===== config.mk =====
export PLATFORM = sky130hd
export DESIGN_NAME = if_fetch
export DESIGN_NICKNAME = d
export VERILOG_FILES = /design/src/rtl/if_fetch_pkg.sv /design/src/rtl/if_fetch_if_id_reg.sv /design/src/rtl/if_fetch.sv
export SDC_FILE = /design/constraint.sdc
export NUM_CORES = 1
export LEC_CHECK = 0
export ABC_AREA = 1
export CORE_MARGIN = 2
export CORE_UTILIZATION = 41
export CTS_CLUSTER_DIAMETER = 100
export DETAILED_ROUTE_END_ITERATION = 10
export PLACE_DENSITY = 0.78
export SYNTH_ARGS = -nofsm -noshare
export SYNTH_HDL_FRONTEND = slang
export SYNTH_SLANG_ARGS = --single-unit

===== constraint.sdc =====
create_clock -name clk -period 1.65 [get_ports clk]
set_input_delay 0.495 -clock clk [delete_from_list [all_inputs] [get_ports clk]]
set_output_delay 0.495 -clock clk [all_outputs]
set_load 0.05 [all_outputs]

===== src/rtl/if_fetch_pkg.sv =====
// Shared types, widths and constants for the instruction-fetch front end.
// Optional build macro used by if_fetch: IF_PERF_CNT_EN (fetch/bubble counters).
package if_fetch_pkg;

  localparam int INST_ADDR_W = 32;
  localparam int INST_W      = 32;

  localparam logic [INST_ADDR_W-1:0] RESET_PC  = 32'h0000_0000;
  localparam logic [INST_ADDR_W-1:0] PC_STEP   = 32'd4;
  localparam logic [INST_W-1:0]      ZERO_WORD = 32'h0000_0000;

  localparam logic CHIP_ENABLE  = 1'b1;
  localparam logic CHIP_DISABLE = 1'b0;

  typedef enum logic {
    RST_WAIT = 1'b0,
    RUN      = 1'b1
  } fetch_state_e;

  typedef enum logic [1:0] {
    IFID_HOLD  = 2'd0,
    IFID_CLEAR = 2'd1,
    IFID_LOAD  = 2'd2
  } ifid_op_e;

  // Flush beats everything; a lone stall_id is an illegal ctrl code and is treated as a hold.
  function automatic ifid_op_e ifid_op(input fetch_state_e state, input logic flush,
                                       input logic stall_if, input logic stall_id);
    if (state != RUN)              return IFID_HOLD;
    if (flush)                     return IFID_CLEAR;
    if (stall_if && !stall_id)     return IFID_CLEAR;
    if (stall_if || stall_id)      return IFID_HOLD;
    return IFID_LOAD;
  endfunction

endpackage


===== src/rtl/if_fetch_if_id_reg.sv =====
// IF/ID pipeline register: holds, clears (bubble/flush) or loads {pc, inst}.
module if_id_reg
  import if_fetch_pkg::*;
(
  input  logic                   clk,
  input  logic                   rst_n,
  input  logic [1:0]             i_op,
  input  logic [INST_ADDR_W-1:0] i_pc,
  input  logic [INST_W-1:0]      i_inst,
  output logic [INST_ADDR_W-1:0] o_pc,
  output logic [INST_W-1:0]      o_inst,
  output logic                   o_valid
);

  logic [INST_ADDR_W-1:0] r_pc;
  logic [INST_W-1:0]      r_inst;
  logic                   r_valid;

  always_ff @(posedge clk or negedge rst_n) begin
    if (!rst_n) begin
      r_pc    <= RESET_PC;
      r_inst  <= ZERO_WORD;
      r_valid <= 1'b0;
    end else begin
      case (i_op)
        IFID_CLEAR: begin
          r_pc    <= RESET_PC;
          r_inst  <= ZERO_WORD;
          r_valid <= 1'b0;
        end
        IFID_LOAD: begin
          r_pc    <= i_pc;
          r_inst  <= i_inst;
          r_valid <= 1'b1;
        end
        default: ;
      endcase
    end
  end

  assign o_pc    = r_pc;
  assign o_inst  = r_inst;
  assign o_valid = r_valid;

endmodule


===== src/rtl/if_fetch.sv =====
// Instruction-fetch front end: PC, ROM chip enable, and the IF/ID register.
// Define IF_PERF_CNT_EN to add the fetch_cnt / bubble_cnt performance counters.
module if_fetch
  import if_fetch_pkg::*;
(
  input  logic                   clk,
  input  logic                   rst,
  input  logic                   stall_if,
  input  logic                   stall_id,
  input  logic                   flush,
  input  logic [INST_ADDR_W-1:0] new_pc,
  input  logic                   branch_flag_i,
  input  logic [INST_ADDR_W-1:0] branch_target_address_i,
  input  logic [INST_W-1:0]      inst_i,
  output logic [INST_ADDR_W-1:0] pc,
  output logic                   ce,
  output logic [INST_ADDR_W-1:0] id_pc,
  output logic [INST_W-1:0]      id_inst,
  output logic                   id_valid
`ifdef IF_PERF_CNT_EN
  ,
  output logic [31:0]            fetch_cnt,
  output logic [31:0]            bubble_cnt
`endif
);

  fetch_state_e           r_state;
  logic [INST_ADDR_W-1:0] r_pc;
  logic                   r_ce;
  ifid_op_e               w_op;

  assign w_op = ifid_op(r_state, flush, stall_if, stall_id);

  // A branch seen alongside any stall is dropped; ctrl re-presents it after the stall.
  always_ff @(posedge clk or negedge rst) begin
    if (!rst) begin
      r_state <= RST_WAIT;
      r_pc    <= RESET_PC;
      r_ce    <= CHIP_DISABLE;
    end else if (r_state == RST_WAIT) begin
      r_state <= RUN;
      r_ce    <= CHIP_ENABLE;
    end else begin
      if (flush)                   r_pc <= new_pc;
      else if (stall_if || stall_id) r_pc <= r_pc;
      else if (branch_flag_i)      r_pc <= branch_target_address_i;
      else                         r_pc <= r_pc + PC_STEP;
    end
  end

  assign pc = r_pc;
  assign ce = r_ce;

  if_id_reg u_if_id_reg (
    .clk     (clk),
    .rst_n   (rst),
    .i_op    (w_op),
    .i_pc    (r_pc),
    .i_inst  (inst_i),
    .o_pc    (id_pc),
    .o_inst  (id_inst),
    .o_valid (id_valid)
  );

`ifdef IF_PERF_CNT_EN
  logic [31:0] r_fetch_cnt;
  logic [31:0] r_bubble_cnt;

  always_ff @(posedge clk or negedge rst) begin
    if (!rst) begin
      r_fetch_cnt  <= 32'd0;
      r_bubble_cnt <= 32'd0;
    end else begin
      if (w_op == IFID_LOAD)  r_fetch_cnt  <= r_fetch_cnt + 32'd1;
      if (w_op == IFID_CLEAR) r_bubble_cnt <= r_bubble_cnt + 32'd1;
    end
  end

  assign fetch_cnt  = r_fetch_cnt;
  assign bubble_cnt = r_bubble_cnt;
`endif

endmodule


==> results.cfg <==
[cells_and_area]
final_common_cell = nand2_1
layout_common_cells = nand2_1 (263), buf_12 (108), clkdlybuf4s50_1 (97)
n_antenna_cell = 0
drive_above_1_share_pct = 26.3
synthToLayoutAreaGrowth_pct = 80.0
fin_cells = 1152
final_area_sq_um = 9620
nNetsFinal = 1080

[sta]
fin_crit_ns = 1.73
min_period_over_period_pct = 105
fin_skew_ns = 0.00976
rsz0062_at_grt = true
drv_slew = 0
fin_ws_ns = -0.0755
finalHoldViolCount = 0
setup_violations = 28
tns_ns = -0.324
fmax_mhz = 580

[routing]
detail_route.wl_per_cell_um = 17.8
vias = 6100
wl_mm = 20.6
first_pass_iters = 5
route.detailed.drc = 0
drtAntennaViolNets = 0
viasPerCell = 5.30
drt_iter0_drc = 640

[global_route]
grt_max_degree = 70
overflow = 0
use_met2_pct = 46.3
top_usage_layer = met2
grt_usage_pct = 28.0
grt_pass1_vias = 5876
use_met1_pct = 37.1
antenna_found_initial = 0
use_met3_pct = 4.34
grt_pass1_wl_mm = 31.1

[floorplanning]
initial_core_util_pct = 42.2
core_region_area_sq_um = 12700
fp.dieH_um = 118
rows = 41
die_w_um = 118
ioPinCount = 200
dieArea_sq_um = 14000

[run_status]
violations = negative setup slack
status = finished, violations left

[power_and_ir_drop]
p_leak_uw = 0.00459
power.density_nw_per_um2 = 822
peakVddDrop_mv = 0.519

[placement]
gp_congestion = 0.949
dp_cells = 1113
numPortBuffers = 199
post-dp-hpwl_mm = 13.7
place_ws_ns = -0.580
placed_cell_area_sq_um = 8850

[cts]
insertion_delay_ns = 0.35
cts.clk_slew.worst_paths_ns = 0.07
cts.htree.levels = 3
cts_root_buf = clkbuf_16
numCtsBuffers = 9
clock-sinks = 99
cts_buffer_depth = 2
ctsHoldBuffers = 0
tritoncts = yes

[setup_path]
critPathMaxStageDelay_ns = 0.25
critPathBufInv = 5
crit_slowest_cell = dlygate4sd2_1
crit_family = buffers and inverters
crit_required_ns = 1.88
critPathCaptureType = flop
critical_path_arrival_ns = 1.96
crit_type = in -> reg
worstPathCellList = dlygate4sd2_1, inv_2, nand2_2, nor2_2, inv_2, nor2_2, ha_4, buf_12, clkbuf_16, nand2_1, nand2_1
worstSetupStartpointType = input port
r2r_setup_slack_ns = -0.06
path_max_fanout = 16

[synthesis]
yosysWarningCount = 0
ys_seq_elements = 99
ys_seq_area_share_pct = 46.4
synth.cell_area_sq_um = 5340
syn_area_per_cell_sq_um = 7.29
synthCells = 733
synthDistinctLibCells = 34
synth_nets = 837

[hold_path]
worst_hold_path_type = in -> async

[run]
drv_cap = 0
-- area by class of cell --
class / instances / area, sq um
Clock buffer: 11 / 243
Clock inverter: 4 / 26.3
Fill cell: 821 / 3050
Inverter: 41 / 165
Multi-Input combinational cell: 556 / 2730
Sequential cell: 99 / 2490
Tap cell: 172 / 215
Timing Repair Buffer: 268 / 3740
Timing Repair inverter: 1 / 7.51
-- power breakdown --
part           leakage [uW]  switching, uW  total, uW  internal [uW]
Sequential          0.00130            244       2850           2600
Combinational       0.00316           1670       3070           1400
Clock              0.000132            938       2000           1060
-- final timing paths --
kind	startpoint	end	cells past startpoint
max	stall_id	u_if_id_reg.o_pc[15]	11
min	rst	u_if_id_reg.o_inst[28]	2
max reg2reg	r_state	u_if_id_reg.o_pc[15]	9
min reg2reg	ce	ce	2
max in group asynchronous	rst	pc[8]	2
min in group clk	ce	ce	2
-- state kept, by name, summed over array words and instances (netlist names) --
signal,cells
ce,1
pc,32
r_state,1
u_if_id_reg.o_inst,32
u_if_id_reg.o_pc,32
u_if_id_reg.o_valid,1
-- layer usage --
| metal | share of wire, % | routed length, um |
|---|---|---|
| met2 | 49 | 10200 |
| met3 | 7.9 | 1630 |
| met5 | 0 | 0 |
| met4 | 3.3 | 679 |
| met1 | 39 | 8080 |
-- timing repair --
item                                    in CTS  in global routing
pin swaps                                    5                 11
resized for setup                           52                 42
buffers inserted                             9                 11
gates cloned                                 5                  2
endpoints found under the setup margin      65                 97
-- cells in the mapped netlist --
master            n  area, sq um
nand2_1         281         1050
buf_2             7         35.0
a21oi_1          21          105
buf_1             4         15.0
inv_1            40          150
o22ai_1           3         18.8
nor3_1            1         5.00
dlygate4sd1_1     2         17.5
nand2_2           4         25.0
nor2_4            6         67.6
conb_1            1         3.75
nand3b_1          1         7.51
ha_1              2         25.0
o211ai_1          1         7.51
xnor2_1           3         26.3
dlymetal6s2s_1    1         12.5
a21o_1            1         7.51
a211oi_1          1         7.51
nor2_2            2         12.5
inv_2             1         3.75
nand4_1           1         6.26
nor2_1           82          308
o21ai_1          14         70.1
and2_1            2         12.5
nand2_4           2         22.5
buf_6             2         22.5
nor2_8            5          100
nand3_1          79          395
o21ai_0          36          180
xor2_1            2         17.5
clkbuf_1         21         78.8
a31oi_1           4         25.0
dfrtp_1          99         2480
nand2_8           1         20.0
-- per-stage QoR --
step                      hold slack [ns]  util, %  total power (uW)
after floorplan                     0.199        -              4100
after global placement              0.477     69.8              5610
final                               0.144     75.9              7910
after CTS                           0.166     74.0              7720
after detailed placement            0.486     69.8              5650
after global routing                0.179     75.9              8170
-- cell families (layout without fill, tap and decap cells) --
kind of cell	count (synthesis)	count (layout)	share of synthesized area [%]
and+or+nand+nor	467	467	38.1
DFF	99	99	46.4
AOI/OAI and AO/OA	81	81	7.89
buffers and inverters	78	325	6.27
xor gates and xnor gates	5	5	0.820
adders and majority gates	2	2	0.468
other	1	1	0.0702
Power figures use the tool's default switching activity.
